--- src/rtl/fifo_uart_pkg.sv ---
// Shared constants and FSM encoding for the FIFO-fed UART transmitter.
// Imported by the interface, the bit-period counter and the top.
package fifo_uart_pkg;

    localparam int DEF_WIDTH        = 8;
    localparam int DEF_CLKS_PER_BIT = 16;

    typedef enum logic [2:0] {
        ST_IDLE,
        ST_FETCH,
        ST_START,
        ST_DATA,
        ST_STOP
    } state_t;

endpackage

--- src/rtl/fifo_uart_tx_if.sv ---
// Read-side handshake between an upstream FIFO and the transmitter.
// master = FIFO side, slave = transmitter side.
interface fifo_uart_tx_if
    import fifo_uart_pkg::*;
#(
    parameter int WIDTH = DEF_WIDTH
);

    logic             fifo_empty;
    logic [WIDTH-1:0] fifo_data;
    logic             fifo_rd_en;

    modport master (
        output fifo_empty,
        output fifo_data,
        input  fifo_rd_en
    );

    modport slave (
        input  fifo_empty,
        input  fifo_data,
        output fifo_rd_en
    );

endinterface

--- src/rtl/fifo_uart_tx_baud_tick_counter.sv ---
// Bit-period counter: tick marks the last cycle of each serial bit.
// clear holds the count at zero while no bit is being timed.
module baud_tick_counter
    import fifo_uart_pkg::*;
#(
    parameter int CLKS_PER_BIT = DEF_CLKS_PER_BIT
) (
    input  logic clk,
    input  logic reset,
    input  logic clear,
    output logic tick
);

    localparam int CW = (CLKS_PER_BIT > 1) ? $clog2(CLKS_PER_BIT) : 1;
    localparam logic [CW-1:0] LAST = CW'(CLKS_PER_BIT - 1);

    logic [CW-1:0] r_count;

    assign tick = (r_count == LAST);

    // Count cycles within a bit; wrap to zero on the last one.
    always_ff @(posedge clk) begin
        if (reset || clear) begin
            r_count <= '0;
        end else if (tick) begin
            r_count <= '0;
        end else begin
            r_count <= r_count + 1'b1;
        end
    end

endmodule

--- src/rtl/fifo_uart_tx.sv ---
// UART transmitter that pulls one word per frame from an upstream FIFO.
// Frame: FETCH, start bit, WIDTH data bits LSB first, stop bit.
module fifo_uart_tx
    import fifo_uart_pkg::*;
#(
    parameter int WIDTH        = DEF_WIDTH,
    parameter int CLKS_PER_BIT = DEF_CLKS_PER_BIT
) (
    input  logic           clk,
    input  logic           reset,
    input  logic           tx_en,
    fifo_uart_tx_if.slave  fifo,
    output logic           tx_serial,
    output logic           busy,
    output logic           tx_done
);

    localparam int IW = (WIDTH > 1) ? $clog2(WIDTH) : 1;
    localparam logic [IW-1:0] LAST_BIT = IW'(WIDTH - 1);

    state_t           r_state;
    logic [WIDTH-1:0] r_shift;
    logic [IW-1:0]    r_bit;
    logic             r_tx;
    logic             r_done;

    logic             w_tick;
    logic             w_clear;
    logic             w_rd_en;
    logic [WIDTH-1:0] w_shift_nxt;

    // A read is only ever issued from IDLE, and never during reset.
    assign w_rd_en = (r_state == ST_IDLE) && tx_en
                   && !fifo.fifo_empty && !reset;

    assign fifo.fifo_rd_en = w_rd_en;

    // Bit timing restarts from zero when START begins after FETCH.
    assign w_clear = (r_state == ST_IDLE) || (r_state == ST_FETCH);

    assign w_shift_nxt = r_shift >> 1;

    assign busy      = (r_state != ST_IDLE) && !reset;
    assign tx_serial = r_tx;
    assign tx_done   = r_done;

    baud_tick_counter #(
        .CLKS_PER_BIT (CLKS_PER_BIT)
    ) u_baud (
        .clk   (clk),
        .reset (reset),
        .clear (w_clear),
        .tick  (w_tick)
    );

    // Frame sequencer with registered serial line and done pulse.
    always_ff @(posedge clk) begin
        if (reset) begin
            r_state <= ST_IDLE;
            r_shift <= '0;
            r_bit   <= '0;
            r_tx    <= 1'b1;
            r_done  <= 1'b0;
        end else begin
            r_done <= 1'b0;
            unique case (r_state)
                ST_IDLE: begin
                    if (w_rd_en) begin
                        r_state <= ST_FETCH;
                    end
                end
                ST_FETCH: begin
                    r_shift <= fifo.fifo_data;
                    r_tx    <= 1'b0;
                    r_state <= ST_START;
                end
                ST_START: begin
                    if (w_tick) begin
                        r_tx    <= r_shift[0];
                        r_bit   <= '0;
                        r_state <= ST_DATA;
                    end
                end
                ST_DATA: begin
                    if (w_tick) begin
                        if (r_bit == LAST_BIT) begin
                            r_tx    <= 1'b1;
                            r_state <= ST_STOP;
                        end else begin
                            r_tx    <= w_shift_nxt[0];
                            r_shift <= w_shift_nxt;
                            r_bit   <= r_bit + 1'b1;
                        end
                    end
                end
                ST_STOP: begin
                    if (w_tick) begin
                        r_done  <= 1'b1;
                        r_state <= ST_IDLE;
                    end
                end
                default: begin
                    r_state <= ST_IDLE;
                end
            endcase
        end
    end

endmodule
--- src/flat_wrapper.sv ---
// flat-port wrapper written by rule: the top's interface ports become plain ports
module fifo_uart_tx_flat import fifo_uart_pkg::*;
#(
    parameter int WIDTH        = DEF_WIDTH,
    parameter int CLKS_PER_BIT = DEF_CLKS_PER_BIT
)
  (clk, reset, tx_en, tx_serial, busy, tx_done, fifo_fifo_empty, fifo_fifo_data, fifo_fifo_rd_en);
  fifo_uart_tx_if #(.WIDTH(WIDTH)) fifo_i ();
  input  logic clk;
  input  logic reset;
  input  logic tx_en;
  output logic tx_serial;
  output logic busy;
  output logic tx_done;
  input wire logic [$bits(fifo_i.fifo_empty)-1:0] fifo_fifo_empty;
  input wire logic [$bits(fifo_i.fifo_data)-1:0] fifo_fifo_data;
  output wire logic [$bits(fifo_i.fifo_rd_en)-1:0] fifo_fifo_rd_en;
  assign fifo_i.fifo_empty = fifo_fifo_empty;
  assign fifo_i.fifo_data = fifo_fifo_data;
  assign fifo_fifo_rd_en = fifo_i.fifo_rd_en;
  fifo_uart_tx #(.WIDTH(WIDTH), .CLKS_PER_BIT(CLKS_PER_BIT)) u_core (.clk(clk), .reset(reset), .tx_en(tx_en), .fifo(fifo_i), .tx_serial(tx_serial), .busy(busy), .tx_done(tx_done));
endmodule
--- config.mk ---
export PLATFORM = sky130hd
export DESIGN_NAME = fifo_uart_tx_flat
export DESIGN_NICKNAME = d
export VERILOG_FILES = /design/src/rtl/fifo_uart_pkg.sv /design/src/rtl/fifo_uart_tx_if.sv /design/src/rtl/fifo_uart_tx_baud_tick_counter.sv /design/src/rtl/fifo_uart_tx.sv /design/src/flat_wrapper.sv
export SDC_FILE = /design/constraint.sdc
export NUM_CORES = 1
export LEC_CHECK = 0
export BUFFER_PORTS_ARGS = -buffer_cell sky130_fd_sc_hd__buf_2
export CORE_UTILIZATION = 55
export DETAILED_ROUTE_END_ITERATION = 8
export PLACE_DENSITY_LB_ADDON = 0.1
export RECOVER_POWER = 100
export SYNTH_ARGS = -nofsm -noshare
export SYNTH_HDL_FRONTEND = slang
export SYNTH_HIERARCHICAL = 1
export SYNTH_SLANG_ARGS = --single-unit
--- constraint.sdc ---
create_clock -name clk -period 3.99 [get_ports clk]
set_input_delay 0.5985 -clock clk [delete_from_list [all_inputs] [get_ports clk]]
set_output_delay 0.5985 -clock clk [all_outputs]
set_load 0.03 [all_outputs]
==> results.md, run 1 <==
- Final setup viols: 0
- Crit start category: flip-flop
- Setup_tns: 0 ns
- DRC viols: 0
- Total number of vias: 864
- Post-DRT Antenna Nets: 0
- # H-tree levels: 1
- Status: complete, no violations
- First-pass GRT wire length: 3020 µm
- Top cells by area, synth: dfxtp_1 39%, mux2i_1 7.9%, a2111oi_0 6.0%
- PD cells: 362 mW/mm²
- Fill cells: 164
- Antenna cells: 0
- Top-area cell type share of the netlist area: 0.393
- Hold WS: 0.459 ns
- Placed wire-length estimate: 1270 µm
- Share of cells above drive strength 1: 0.168
- WP data arrival: 1.87 ns
- Min setup slack post-route: 1.53 ns
- Max Clk Rate: 406 MHz
- Dpl ws: 1.82 ns
- Die W: 45.1 µm
- Setup repair bufs after CTS: 0
- Number of flops mapped to enable cells by yosys: 0
- Post-layout util: 0.652
- Largest net degree at the start of global routing: 30
- Slew @ Worst Pin: 1.00 ns
- Critical path class: flip-flop to output pin
- Final clock skew: 0.0109 ns
- Post-synth cell types: 39
- Seq cells post-synth: 20
- Hold WC Path Type: flip-flop to flip-flop
- I/O pins: 16
- Vias in the first global route: 727
- Initial antenna violation count: 0
- Vias per cell: 6.00
- Worst setup EP type: output pin
- GRT Residual Overflow: 0
- Fin. max-slew vios: 0
- Final period util: 0.618
- Mean Syn Cell Area: 9.44 µm²
- GP Congestion: 0.753
- Leading area contributor after synthesis: dfxtp_1
- Worst VDD drop: 0.347 mV
- Final hold vios: 0
- Ys Warns: 6
- Cells after Synth: 108
- Clock transition at path regs: 0.12 ns
- Clk buf depth: 2
- Aggregate routed wire length: 1840 µm
- PortBufs: 15
- Layout net count: 135
- Post-layout minimum cycle time: 2.46 ns
- Mapped Area: 0.00102 mm²
- P&R area growth vs syn: 10.4%
- Pre-antenna DRT Iters: 4
- Ys async rst share: 0
- Clk sink count: 20
- FP Rows: 15
- Critical path peak fanout: 29
- Num CTS Buffers: 3
- Syn Nets: 123
- # hold bufs at CTS: 0
- Required @ worst endpoint: 3.39 ns
- Die Area: 0.00203 mm²
- Initial Utilization: 0.591
- Root Buffer: clkbuf_4
- Initial DRC Count: 27
- Tot GR Track Use: 0.202
- Drt wl/cell: 12.8 µm
- Register area share after synthesis: 0.393
- Clk_lat worst skew: 0.30 ns
- RSZ-0062 raised after global routing: false
- Die H: 45.1 µm
- CTS tree: yes
- Most used flip-flop cell after synthesis: dfxtp_1
- Core area: 0.00173 mm²
- Normalized max-slew margin: 0.333
- Post_cts resized: 0
- Leakage dissipation: 0.416 nW
- Max-cap violations: 0
==> cell families after synthesis <==
family,after synthesis,share of synthesized area
mux,8,0.0785
xor+xnor,2,0.0172
compound gates,30,0.220
buf+inv,11,0.0564
simple gates,34,0.199
fa+ha+maj,3,0.0368
flops,20,0.393
==> layout make-up <==
cell class | instances | area [µm²] | area share
Timing Repair Buffer | 15 | 70.1 | 0.0622
Tap cell | 25 | 31.3 | 0.0278
Inverter | 3 | 11.3 | 0.0100
Clock inverter | 1 | 30.0 | 0.0267
Multi-Input combinational cell | 77 | 561 | 0.498
Clock buffer | 3 | 22.5 | 0.0200
Sequential cell | 20 | 400 | 0.356
==> sequential cells by signal, indices dropped and copies added, names as in the netlist <==
register               cells
u_core/r_bit               3
u_core/r_shift             8
u_core/r_state             3
u_core/tx_done             1
u_core/tx_serial           1
u_core/u_baud/r_count      4
==> through the flow <==
stage          total power [mW]  cell area, µm²  cells
2_1_floorplan             0.240            1020    108
4_1_cts                   0.413            1130    144
3_5_place_dp              0.250            1080    140
5_1_grt                   0.428            1130    144
3_3_place_gp              0.249            1080    140
6_report                  0.408            1130    144
==> synth_stat cells, types with 2 or more instances <==
cell type,instances
o21ai_0,5
nand4_1,2
a31o_1,7
nand2_1,3
inv_1,3
clkbuf_1,2
a2111oi_0,7
dfxtp_1,20
nor2_1,6
buf_2,4
a21oi_1,5
nand3_1,3
mux2i_1,8
nand2b_1,4
nor3_1,3
ha_1,3
==> worst paths after layout <==
path                                                from                        to  slack, ns  cells after the start
worst max register to register         u_core/r_state[1]         u_core/r_shift[3]       2.14                      3
worst min register to register  u_core/u_baud/r_count[0]  u_core/u_baud/r_count[0]       0.46                      1
worst min-delay path            u_core/u_baud/r_count[0]  u_core/u_baud/r_count[0]       0.46                      1
worst max-delay path                   u_core/r_state[1]                      busy       1.53                      3
==> cells in the final DEF (no fill, tap or decap), types with 4 or more instances in the layout <==
cell type  count
mux2i_1        8
a31o_1         7
o21ai_0        5
clkbuf_1       4
a2111oi_0      7
buf_2         11
a21oi_1        5
nor2_1         6
nand2b_1       4
dfxtp_1       20
==> power by group <==
| part | total [mW] | switching (mW) | internal [mW] |
|---|---|---|---|
| Clock | 0.162 | 0.0606 | 0.102 |
| Sequential | 0.213 | 0.00839 | 0.205 |
| Combinational | 0.0324 | 0.0173 | 0.0151 |
| Total | 0.408 | 0.0862 | 0.321 |
==> routing by layer <==
layer | share of wire | up-vias | GRT usage | wire, µm
met2 | 0.50 | 28 | 0.325 | 921
met1 | 0.44 | 396 | 0.264 | 807
met5 | 0 | - | 0 | 0
met4 | 0.0065 | 0 | 0.0727 | 12
li1 | - | 438 | - | -
met3 | 0.053 | 2 | 0.0480 | 98
==> critical path, cell delays in order, from the launching register on <==
cell and delay [ns]:
dfxtp_1 0.99, nor3_1 0.14, nor2_1 0.12, clkbuf_1 0.31
No activity file was read; power rests on OpenSTA's default activity.
==> run 2, diff against run 1 <==
Settings changed: CORE_UTILIZATION 55 to 54.
Clock period 3.99 ns to 2.27 ns, I/O delays scaled along.
==> results.md, run 2 (synthesis results as in run 1) <==
- Status: complete, no violations
- Slew @ Worst Pin: 0.844 ns (-0.156 ns)
- Post-DRT Antenna Nets: 0 (unchanged)
- Fin. max-slew vios: 0 (unchanged)
- PortBufs: 15 (unchanged)
- Max Clk Rate: 499 MHz
- Initial DRC Count: 6 (-78%)
- Worst VDD drop: 0.354 mV (+1.9%)
- Top Registers: u_core/r_shift: 8 flops, u_core/u_baud/r_count: 4 flops
- Leakage dissipation: 0.423 nW (+1.7%)
- Tot GR Track Use: 0.224 (+0.0215)
- Final period util: 0.883
- Hold Crit Depth: 3 (+2)
- WP buf/inv: 1 (unchanged)
- Vias per cell: 5.78 (-3.7%)
- CP max stage cell: dfxtp_1
- Clock transition at path regs: 0.11 ns (about the same)
- Grt peak-use layer: met2
- Met1 Resource Use GR: 0.284 (+0.0203)
- Total Power: 0.646 mW (+58%)
- Antenna cells: 0 (unchanged)
- Reg2reg path depth: 6 (+3)
- Critical path class: flip-flop to output pin
- Final setup viols: 0 (unchanged)
- Layout net count: 138 (+2.2%)
- Initial antenna violation count: 0 (unchanged)
- GP Congestion: 0.769 (+2.1%)
- Combinational power share: 0.096 (+0.016)
- I/O pins: 16 (unchanged)
- Switching pwr: 0.159 mW (+84%)
- Max-cap violations: 0 (unchanged)
- CTS tree: yes
- Routing usage on met3: 0.0556 (+0.00756)
- Crit start category: flip-flop
- WP depth: 3 (unchanged)
- Hold WC Path Type: input port to flip-flop
- PD cells: 571 mW/mm² (+58%)
- CP Cell Sequence: or2_2, nor4_1, clkbuf_1
- Sequential share of power: 0.578 (+0.055)
- Final hold vios: 0 (unchanged)
- Normalized max-slew margin: 0.437 (+0.104)
- P&R area growth vs syn: 10.9%
- Pint: 0.487 mW (+52%)
- Aggregate routed wire length: 1880 µm (+2.4%)
- Clk_lat worst skew: 0.30 ns (about the same)
- Num CTS Buffers: 3 (unchanged)
- Total number of vias: 849 (-1.7%)
- Required @ worst endpoint: 1.93 ns (-1.46 ns)
- Largest net degree at the start of global routing: 24 (-20%)
- CP peak stage delay: 0.43 ns (-0.56 ns)
- Setup repair bufs after CTS: 0 (unchanged)
- Post_cts resized: 0 (unchanged)
- Placed Area: 0.00110 mm² (+2.1%)
- Most flops, register: u_core/r_shift
- Core area: 0.00175 mm² (+1.1%)
- Drt wl/cell: 12.8 µm (+0.30%)
- Leading cell type in the layout, fill and taps excluded: dfxtp_1
- Worst setup EP type: output pin
- Vias in the first global route: 758 (+4.3%)
- FP Rows: 15 (unchanged)
- Met2 Track Usage GR: 0.343 (+0.0182)
- Critical path peak fanout: 13 (-55%)
- Initial Utilization: 0.584 (-0.00635)
- FF-to-FF Start: u_core/u_baud/r_count[0]
- First-pass GRT wire length: 3260 µm (+8.2%)
- WP data arrival: 1.66 ns (-0.21 ns)
- Die W: 45.5 µm (+0.88%)
- Hold WS: 0.337 ns (-0.122 ns)
- RSZ-0062 raised after global routing: false
- Post-layout minimum cycle time: 2.01 ns
- Share of cells above drive strength 1: 0.197 (+0.0287)
- Switching share of power: 0.246 (+0.0341)
- Final instance area: 0.00113 mm² (+0.44%)
- Most frequent cells in the layout: 20 x dfxtp_1, 11 x buf_2, 8 x mux2i_1
- Clk sink count: 20 (unchanged)
- DRC viols: 0 (unchanged)
- Hold path start: reset
- # H-tree levels: 1 (unchanged)
- Clk buf depth: 2 (unchanged)
- Placed wire-length estimate: 1330 µm (+5.1%)
- # hold bufs at CTS: 0 (unchanged)
- Cell family with most CP delay: simple AND/OR/NAND/NOR gates
- Root Buffer: clkbuf_4
- GRT Residual Overflow: 0 (unchanged)
- Setup_tns: 0 ns (unchanged)
- CP startpoint: u_core/r_state[2]
- Pre-antenna DRT Iters: 4 (unchanged)
- Max reg flops: 8 (unchanged)
- Die H: 45.5 µm (+0.88%)
- Clk pwr share: 0.326 (-0.072)
- Die Area: 0.00207 mm² (+1.8%)
- Final clock skew: 0.000951 ns (-0.00999 ns)
[run 2: cell types whose count changed in the layout (fill, tap and decap cells not counted)]
| cell | delta |
|---|---|
| and3b_2 | +1 |
| and3b_1 | -1 |
| buf_4 | +2 |
| bufinv_16 | -1 |
| clkbuf_2 | +1 |
| clkbuf_8 | +1 |
[run 2: routing by layer]
layer / wire (µm) / vias to the layer above
li1: - / 442
met1: 937 / 388
met2: 841 / 15
met3: 64 / 4
met4: 40 / 0
met5: 0 / -
[run 2: tightest hold or removal path, stage by stage]
cell and delay, ns:
buf_2 0.09, or2_2 0.13, nor3_1 0.05
[run 2: layout make-up]
| cell class | count | area [µm²] |
|---|---|---|
| Timing Repair Buffer | 18 | 90.1 |
| Clock buffer | 4 | 36.3 |
| Tap cell | 25 | 31.3 |
| Inverter | 3 | 11.3 |
| Multi-Input combinational cell | 77 | 562 |
| Sequential cell | 20 | 400 |
| Fill cell | 154 | 614 |
[run 2: per-stage QoR]
| step | std cells | utilization | worst slack [ns] |
|---|---|---|---|
| final | 147 | 0.648 | 0.265 |
| after global routing | 147 | 0.648 | 0.126 |
| after CTS | 147 | 0.652 | 0.262 |
| after detailed placement | 143 | 0.632 | 0.538 |
| after global placement | 143 | 0.632 | 0.582 |
| after floorplan | 108 | - | 0.179 |
[run 2: power by group through the flow]
stage	Combinational [mW]	Clock (mW)	Sequential, mW
after floorplan	0.0483	0	0.374
after global placement	0.0622	0	0.381
after detailed placement	0.0633	0	0.381
after CTS	0.0635	0.216	0.373
after global routing	0.0688	0.234	0.376
final	0.0620	0.211	0.373
[run 2: worst paths after layout]
path | to | slack (ns)
worst max register to register | u_core/r_shift[1] | 0.47
worst max-delay path | fifo_fifo_rd_en | 0.26
worst min-delay path | u_core/r_state[0] | 0.34
worst min register to register | u_core/u_baud/r_count[0] | 0.46
==> run 3, diff against run 2 <==
Settings changed: CORE_UTILIZATION 54 to 35, CTS_CLUSTER_DIAMETER from default to 60, MAX_ROUTING_LAYER from default to met4.
==> results.md, run 3 (synthesis results as in run 1) <==
- Largest net degree at the start of global routing: 30 (+25%)
- Most frequent cells in the layout: 20 x dfxtp_1, 11 x buf_2, 8 x mux2i_1
- Total number of vias: 851 (+0.24%)
- Most flops, register: u_core/r_shift
- Die H: 56.0 µm (+23%)
- Tot GR Track Use: 0.152 (-0.0720)
- Final hold vios: 0 (unchanged)
- WP data arrival: 1.52 ns (-0.14 ns)
- Setup_tns: 0 ns (unchanged)
- Status: complete, no violations
- Clk buf depth: 2 (unchanged)
- RSZ-0062 raised after global routing: false
- Leading cell type in the layout, fill and taps excluded: dfxtp_1
- Final period util: 0.819 (-0.0643)
- P&R area growth vs syn: 11.8%
- Setup repair bufs after CTS: 0 (unchanged)
- Final setup viols: 0 (unchanged)
- DRC viols: 0 (unchanged)
- Clk sink count: 20 (unchanged)
- Vias in the first global route: 808 (+6.6%)
- Combinational power share: 0.109 (+0.013)
- Finished Layout Cells: 153 (+4.1%)
- FP Rows: 19 (+4)
- Num CTS Buffers: 3 (unchanged)
- Crit start category: flip-flop
- GP Congestion: 0.730 (-5.0%)
- Clock transition at path regs: 0.11 ns (about the same)
- Leakage dissipation: 0.425 nW (+0.48%)
- Placed Instances: 149 (+4.2%)
- Pint: 0.486 mW (-0.20%)
- Critical path class: flip-flop to output pin
- Clk_lat worst skew: 0.30 ns (about the same)
- Total Power: 0.645 mW (-0.16%)
- Worst VDD drop: 0.456 mV (+29%)
- Fin. max-slew vios: 0 (unchanged)
- Die W: 56.0 µm (+23%)
- Initial antenna violation count: 0 (unchanged)
- Min setup slack post-route: 0.411 ns (+0.146 ns)
- Initial DRC Count: 10 (+4)
- PD cells: 566 mW/mm² (-0.93%)
- GRT Residual Overflow: 0 (unchanged)
- Top Registers: u_core/r_shift: 8 flops, u_core/u_baud/r_count: 4 flops
- Critical path peak fanout: 3 (-10)
- PortBufs: 15 (unchanged)
- Worst setup EP type: output pin
- # H-tree levels: 1 (unchanged)
- Final clock skew: 0.00186 ns (+0.000906 ns)
- Slew @ Worst Pin: 0.395 ns (-0.449 ns)
- Initial Utilization: 0.370 (-0.214)
- CTS tree: yes
- Required @ worst endpoint: 1.93 ns (about the same)
- Layout net count: 138 (unchanged)
- Switching pwr: 0.159 mW (about the same)
- Switching share of power: 0.246 (+0.000309)
- Dpl ws: 0.509 ns (-0.0292 ns)
- Antenna cells: 0 (unchanged)
- Share of cells above drive strength 1: 0.189 (-0.00820)
- Drt wl/cell: 13.5 µm (+5.7%)
- I/O pins: 16 (unchanged)
- Die Area: 0.00313 mm² (+52%)
- Pre-antenna DRT Iters: 3 (-1)
- Post-layout minimum cycle time: 1.86 ns (-0.146 ns)
- First-pass GRT wire length: 3600 µm (+10%)
- Sequential share of power: 0.565 (-0.013)
- Vias per cell: 5.56 (-3.7%)
- Max-cap violations: 0 (unchanged)
- Post-DRT Antenna Nets: 0 (unchanged)
- Root Buffer: clkbuf_4
- Normalized max-slew margin: 0.730 (+0.293)
- Fill cells: 292 (+90%)
- Max Clk Rate: 538 MHz (+7.8%)
- Placed wire-length estimate: 1420 µm (+6.2%)
- # hold bufs at CTS: 0 (unchanged)
- Clk pwr share: 0.326 (about the same)
- Max reg flops: 8 (unchanged)
- Core area: 0.00276 mm² (+58%)
- Hold WC Path Type: input port to flip-flop
- Aggregate routed wire length: 2070 µm (+10%)
- Post_cts resized: 0 (unchanged)
-- run 3: through the flow --
step                utilization  hold slack (ns)  instance area, µm²
floorplan                     -            0.411                1020
CTS                       0.416            0.399                1150
global placement          0.402            0.430                1110
global route              0.413            0.421                1140
detailed placement        0.402            0.439                1110
finish                    0.413            0.395                1140
-- run 3: layout make-up --
cell class                 count  area, µm²  area share
sequential                    20        400       0.351
inverter                       3       11.3     0.00988
tap                           31       38.8      0.0340
clock buffer                   4       36.3      0.0318
timing repair buffer          18       92.6      0.0812
multi-input combinational     77        561       0.492
-- run 3: routing by layer --
layer / wire length [µm] / global-route usage / vias to the layer above
met5: 0 / - / -
met4: 21 / 0.0418 / 0
met3: 56 / 0.0488 / 2
met2: 979 / 0.238 / 8
met1: 1010 / 0.188 / 403
li1: - / - / 438
-- run 3: final timing paths --
kind                                               start                  endpoint  slack, ns  cells after the start
worst max register to register  u_core/u_baud/r_count[0]         u_core/r_shift[1]       0.49                      6
worst max-delay path                   u_core/r_state[2]           fifo_fifo_rd_en       0.41                      3
worst min-delay path                               reset         u_core/r_state[2]       0.39                      2
worst min register to register  u_core/u_baud/r_count[0]  u_core/u_baud/r_count[0]       0.45                      1
-- run 3: critical path, stage by stage, from the launching register on --
cell and delay (ns):
dfxtp_1 0.32, or2_2 0.31, nor4_1 0.24, clkbuf_1 0.34
-- run 3: power groups by stage --
| stage | logic (mW) | clock network (mW) | registers, mW |
|---|---|---|---|
| after floorplan | 0.0483 | 0 | 0.374 |
| after global placement | 0.0715 | 0 | 0.372 |
| after detailed placement | 0.0719 | 0 | 0.372 |
| after CTS | 0.0721 | 0.218 | 0.364 |
| after global routing | 0.0793 | 0.232 | 0.366 |
| final | 0.0705 | 0.210 | 0.364 |
